$ cat config.mk
export PLATFORM = sky130hd
export DESIGN_NAME = cache_l2_arbiter
export DESIGN_NICKNAME = d
export VERILOG_FILES = /design/src/rtl/cache_l2_arbiter.sv
export SDC_FILE = /design/constraint.sdc
export NUM_CORES = 1
export LEC_CHECK = 0
export CORE_AREA = 2 2 324 326
export DETAILED_ROUTE_END_ITERATION = 10
export DIE_AREA = 0 0 326 328
export GPL_ROUTABILITY_DRIVEN = 1
export PLACE_DENSITY = 0.3
export SKIP_LAST_GASP = 1
export SYNTH_ARGS = -nofsm -noshare
export SYNTH_HDL_FRONTEND = slang
export SYNTH_SLANG_ARGS = --single-unit
export TNS_END_PERCENT = 20
$ cat constraint.sdc
create_clock -name clk -period 1.6 [get_ports clk]
set_input_delay 0.48 -clock clk [delete_from_list [all_inputs] [get_ports clk]]
set_output_delay 0.48 -clock clk [all_outputs]
set_load 0.03 [all_outputs]
$ cat src/rtl/cache_l2_arbiter.sv
// rtl/cache_l2_arbiter.sv - two-port L1I/L1D arbiter in front of the shared L2 cache
//
// Purpose:
//   Shares the single CPU-side port of the unified L2 between the L1
//   instruction cache (I side) and the L1 data cache (D side). A grant is
//   latched in IDLE, exactly one requester's read or write is forwarded to
//   L2, and the L2 completion is routed back only to the granted side.
//   Contention is resolved by fixed D-side priority, or by round-robin when
//   the CACHE_L2_ARB_RR_EN macro is defined at compile time.
//
// Parameters:
//   ADDR_W    byte address width
//   LINE_W    cache line width in bits
//
// Ports:
//   clk                  system clock, rising edge
//   reset_n              asynchronous active-low reset
//   i_read / i_write     I-side request strobes
//   i_address / i_wdata  I-side line address / write line
//   i_resp / i_rdata     I-side completion / read line
//   d_read / d_write     D-side request strobes
//   d_address / d_wdata  D-side line address / write line
//   d_resp / d_rdata     D-side completion / read line
//   l2_read / l2_write   request strobes to L2
//   l2_address/l2_wdata  forwarded address / write line
//   l2_resp / l2_rdata   L2 completion / read line
//
// Build option:
//   CACHE_L2_ARB_RR_EN   round-robin arbitration on contention (adds rr_last)

module cache_l2_arbiter #(
  parameter int ADDR_W = 16,
  parameter int LINE_W = 128
) (
  input  logic              clk,
  input  logic              reset_n,

  input  logic              i_read,
  input  logic              i_write,
  input  logic [ADDR_W-1:0] i_address,
  input  logic [LINE_W-1:0] i_wdata,
  output logic              i_resp,
  output logic [LINE_W-1:0] i_rdata,

  input  logic              d_read,
  input  logic              d_write,
  input  logic [ADDR_W-1:0] d_address,
  input  logic [LINE_W-1:0] d_wdata,
  output logic              d_resp,
  output logic [LINE_W-1:0] d_rdata,

  output logic              l2_read,
  output logic              l2_write,
  output logic [ADDR_W-1:0] l2_address,
  output logic [LINE_W-1:0] l2_wdata,
  input  logic              l2_resp,
  input  logic [LINE_W-1:0] l2_rdata
);

  localparam logic [1:0] ST_IDLE    = 2'd0;
  localparam logic [1:0] ST_GRANT_I = 2'd1;
  localparam logic [1:0] ST_GRANT_D = 2'd2;

  logic [1:0] state_q;
  logic [1:0] state_d;

  logic i_req;
  logic d_req;
  // High when a simultaneous I/D request in IDLE should go to the D side.
  logic contend_pick_d;

  assign i_req = i_read | i_write;
  assign d_req = d_read | d_write;

  // ---------------------------------------------------------------------------
  // Contention policy
  // ---------------------------------------------------------------------------
`ifdef CACHE_L2_ARB_RR_EN
  localparam logic SIDE_I = 1'b0;
  localparam logic SIDE_D = 1'b1;

  logic rr_last_q;
  logic rr_last_d;

  // The side that was not granted last wins a tie.
  assign contend_pick_d = (rr_last_q == SIDE_I);

  // rr_last follows every grant, contended or not.
  always_comb begin
    rr_last_d = rr_last_q;
    if (state_q == ST_IDLE) begin
      if (state_d == ST_GRANT_I) begin
        rr_last_d = SIDE_I;
      end else if (state_d == ST_GRANT_D) begin
        rr_last_d = SIDE_D;
      end
    end
  end

  always_ff @(posedge clk or negedge reset_n) begin
    if (!reset_n) begin
      rr_last_q <= SIDE_I;
    end else begin
      rr_last_q <= rr_last_d;
    end
  end
`else
  // Fixed priority: the data side always wins a tie.
  assign contend_pick_d = 1'b1;
`endif

  // ---------------------------------------------------------------------------
  // Grant state machine
  // ---------------------------------------------------------------------------
  always_comb begin
    state_d = state_q;
    case (state_q)
      ST_IDLE: begin
        if (i_req && d_req) begin
          state_d = contend_pick_d ? ST_GRANT_D : ST_GRANT_I;
        end else if (i_req) begin
          state_d = ST_GRANT_I;
        end else if (d_req) begin
          state_d = ST_GRANT_D;
        end
      end
      // Leave on completion, or if the requester abandons the request so
      // the port is not held by a side that no longer wants it.
      ST_GRANT_I: begin
        if (l2_resp || !i_req) begin
          state_d = ST_IDLE;
        end
      end
      ST_GRANT_D: begin
        if (l2_resp || !d_req) begin
          state_d = ST_IDLE;
        end
      end
      default: state_d = ST_IDLE;
    endcase
  end

  always_ff @(posedge clk or negedge reset_n) begin
    if (!reset_n) begin
      state_q <= ST_IDLE;
    end else begin
      state_q <= state_d;
    end
  end

  // ---------------------------------------------------------------------------
  // Forwarding and response routing
  // ---------------------------------------------------------------------------
  // Outputs depend only on the registered grant, so an asynchronous reset
  // clears every strobe immediately. A read+write combination forwards the
  // read and suppresses the write.
  always_comb begin
    l2_read    = 1'b0;
    l2_write   = 1'b0;
    l2_address = '0;
    l2_wdata   = '0;
    i_resp     = 1'b0;
    d_resp     = 1'b0;
    case (state_q)
      ST_GRANT_I: begin
        l2_read    = i_read;
        l2_write   = i_write & ~i_read;
        l2_address = i_address;
        l2_wdata   = i_wdata;
        i_resp     = l2_resp;
      end
      ST_GRANT_D: begin
        l2_read    = d_read;
        l2_write   = d_write & ~d_read;
        l2_address = d_address;
        l2_wdata   = d_wdata;
        d_resp     = l2_resp;
      end
      default: begin
      end
    endcase
  end

  // Read data is broadcast; each side qualifies it with its own resp.
  assign i_rdata = l2_rdata;
  assign d_rdata = l2_rdata;

endmodule

Word-level counts from Yosys, hierarchy flattened
Cells that the tools add are included.
- bitwise operators: 6
- muxes and demuxes: 12
- eq/ne operators: 5
- reduce and logical (&&, ||, !) cells: 7
- operator list (kind ; number):
    $pmux W128 S2 ; 1
    $pmux W16 S2 ; 1
    $mux W2 ; 5
    $pmux W2 S3 ; 1
    $ne A2 B2 Y1 const B ; 2
    $ne A4 B4 Y1 const B ; 1
    $pmux W1 S2 ; 2
    $reduce_and A3 Y1 ; 1
    $and A1 B1 Y1 ; 2
    $eq A2 B1 Y1 const B ; 1
    $eq A2 B2 Y1 const B ; 1
    $logic_not A1 Y1 ; 2
    $logic_not A2 Y1 ; 1
    $logic_or A1 B1 Y1 ; 2
    $mux W1 ; 2
    $not A1 Y1 ; 2
    $or A1 B1 Y1 ; 2
    $logic_and A1 B1 Y1 ; 1
- output and inout port bits: 404
- word-level logic and storage cells: 31
- bits in registers: 2

Logic depth before layout (Yosys ltp)
- word-level depth: 5
- gate-level depth with buffers: 8
- depth with buffers taken out: 5

Worst setup path before layout
OpenSTA, ideal clock, no wires.
- path type: register to output
- start: register state_q[0]
- end: output port l2_address[10]
- path slack: -0.457 ns
- cell stages (with the launch flop): 6
- required time: 1.120 ns
- arrival: 1.577 ns
- path buffers: 2
- path through: dfrtp_1 inv_1 ha_1 buf_2 clkbuf_1 nor2b_1
- word-level cells in the longest chain between the ends: 2
- elaborated cells between the ends (all ways): 3
- classes of those cells: eq/ne: 2; mux: 1
- RTL lines (what ; RTL line ; source):
    start, declared ; 64 ; logic [1:0] state_q;
    start signal, assigned ; 147 ; state_q <= state_d;
    $eq A2 B2 Y1 / $eq A2 B1 Y1 (equally long branches) ; 164 ; case (state_q)
    $pmux W16 S2 (*) ; 164 ;
    end, declared ; 54 ; output logic [ADDR_W-1:0] l2_address,
Mark *: on every way between the ends. The rest lies on a longest branch, timed or not.

Worst setup path after layout
- start: register state_q[1]
- end: output port l2_wdata[26]
- word-level cells in the longest chain between the ends: 2
- elaborated cells between the ends (all ways): 3
- classes of those cells: eq/ne: 2; mux: 1
- RTL lines (what ; RTL line ; source):
    $eq A2 B2 Y1 / $eq A2 B1 Y1 (equally long branches) ; 164 ;
    $pmux W128 S2 (*) ; 164 ;
    end, declared ; 55 ; output logic [LINE_W-1:0] l2_wdata,
Marks and branches as above.

==> out/metrics.csv <==
metric,value,unit
"Seq/Total Area, Yosys",0.0112,
synthesized cell area,4450,um2
# port buffers,442,
DR WL/cell,21.9,um
Setup CP Type,reg -> out,
synth warn,0,
global placement routability congestion,0.838,
Area Overhead vs Synth,164,%
Rows,118,
post-synth cell types,24,
Setup Skew,0.897,ps
clk sinks,2,
Slew HR,0.780,
CP required,1120,ps
status,finished with violations,
DRC errors left,0,
Mean Syn Cell Area,7.15,um2
initial antenna violation count,12,
Top Ports,827,
crit share post-route,1.55,
Top Registers,state_q (2),
Synth Instances,622,
total gr overflow,0,
R2R setup slack,30,ps
Iter 0 DRT Violations,170,
hold crit path type,in -> async,
Via-to-Cell Ratio,2.45,
post-place setup slack,-860,ps
setup violators final,150,
Starting Density,0.0431,
first-pass GRT wire length,60600,um
Tot Pwr,17.8,mW
Clock transition at path regs,30,ps
vias in the first global route,6141,
max-cap violations,0,
final wirelength,49500,um
Max Slew Vio Count,0,
filler-free cell count of the finished design,2257,
total CTS buffers,3,
unrepaired setup endpoints after global routing,yes,
clock latency on the worst-skew pair,220,ps
Nets,1304,
"Hold Vio Cnt, Final",0,
peak supply drop,0.813,mV
slew at the pin with the worst max-slew slack,329,ps
Root Buffer,clkbuf_16,
Largest register FFs,2,
post-placement cell count,2209,
Yosys reg bits,2,
CP endpoint kind,primary output,
PwrDens,1510,nW/um2
arrival time worst endpoint,1990,ps
CTS Hold Bufs,0,
Tot GR Track Use,0.0853,
Die ar.,107000,um2
core area,103000,um2
final setup margin,-875,ps
f_max,0.404,GHz
DP HPWL,39400,um
share of cells above drive strength 1,0.570,
Post-Syn Nets,1049,
vias post-DR,5533,
Routed Antenna Nets,0,
violated checks,negative setup slack,
clock buffer depth,2,
Biggest register,state_q,
Die X,326,um
Setup crit start kind,register,
largest net degree at the start of global routing,31,
critical path peak fanout,8,
H-Tree Level Count,1,
die height,328,um
most frequent cells in the layout,"294 x clkdlybuf4s50_1, 114 x buf_4, 110 x nor2b_2, 104 x buf_12, 81 x a22oi_2",
fin crit period,2470,ps
CTS tree,yes,
"most common cell after layout, fill and taps aside",clkdlybuf4s50_1,
first drt pass iteration count,4,
static leakage,3.89,nW
[routing by layer]
layer | up-vias | routed length (um) | track usage
li1 | 2393 | - | -
met1 | 2514 | 19300 | 0.0967
met2 | 504 | 24100 | 0.149
met3 | 112 | 4740 | 0.0312
met4 | 10 | 1360 | 0.0237
met5 | - | 63 | 0
[layout make-up]
type	count	area [um2]
repair buffers	555	6720
well taps	1380	1730
clock buffers	3	75.1
flip-flops and latches	2	50.0
fillers	11800	91400
diodes	2	5.00
inverters	2	7.51
multi-input cells	313	3170
[metrics by stage]
step | area (um2) | setup TNS (ps) | hold WS [ps] | util
after floorplan | 4960 | -37290 | 184 | -
after global placement | 10300 | -79170 | 671 | 0.0997
after detailed placement | 10300 | -84290 | 650 | 0.0997
after CTS | 11300 | -119970 | 434 | 0.110
after global routing | 11800 | -122060 | 448 | 0.114
final | 11800 | -111150 | 440 | 0.114
[synthesized netlist by cell type]
cell type    n  area [um2]
a211oi_2     1        12.5
o221ai_1     1        8.76
nor2_4       1        11.3
o2bb2ai_2    1        15.0
clkbuf_2     1        5.00
or3b_1       1        8.76
nor2b_1    146         913
dfrtp_1      2        50.1
buf_6        4        45.0
buf_2       19        95.1
and2_1       2        12.5
a22oi_1    145        1090
o22ai_1      1        6.26
a21boi_1     1        7.51
clkbuf_1    14        52.6
nand3b_1     2        15.0
inv_1        2        7.51
o21ai_0      1        5.00
buf_4      267        2000
nand2b_1     2        12.5
ha_1         4        50.1
nor2_1       2        7.51
o21ai_1      1        5.00
a32o_1       1        10.0
[final timing paths]
| kind | from | to | depth (start not counted) |
|---|---|---|---|
| min | reset_n | state_q[0]$_DFFE_PN0P_ | 1 |
| min in group clk | state_q[1]$_DFFE_PN0P_ | state_q[1]$_DFFE_PN0P_ | 3 |
| min reg2reg | state_q[1]$_DFFE_PN0P_ | state_q[1]$_DFFE_PN0P_ | 3 |
| max | state_q[1]$_DFFE_PN0P_ | l2_wdata[26] | 9 |
| max reg2reg | state_q[0]$_DFFE_PN0P_ | state_q[1]$_DFFE_PN0P_ | 7 |
| max in group asynchronous | reset_n | state_q[1]$_DFFE_PN0P_ | 1 |
[report_power, final]
part	leakage [nW]	switching, mW	internal, mW
clock	0.0370	0.0654	0.319
sequential	0.0256	0.0178	0.0689
combinational	3.82	8.58	8.74
total	3.89	8.67	9.12
[logic make-up after synthesis]
family,share of synthesized area
buf+inv,0.497
simple gates,0.220
compound gates,0.260
fa+ha+maj,0.0112
flops,0.0112
[critical path, cell delays in order (launching register included)]
cell and delay [ps]:
dfrtp_1 390, buf_6 130, ha_4 170, buf_12 150, buf_12 140, buf_4 130, a22oi_2 250, buf_4 200
nor2b_4 40, buf_12 130
[repair_timing]
action | CTS | global route
pin swaps | 5 | 6
setup buffers | 21 | 9
endpoints found under the setup margin | 150 | 150
cloned | 13 | 6
resized for setup | 73 | 70
No activity file was read; power rests on OpenSTA's default activity.
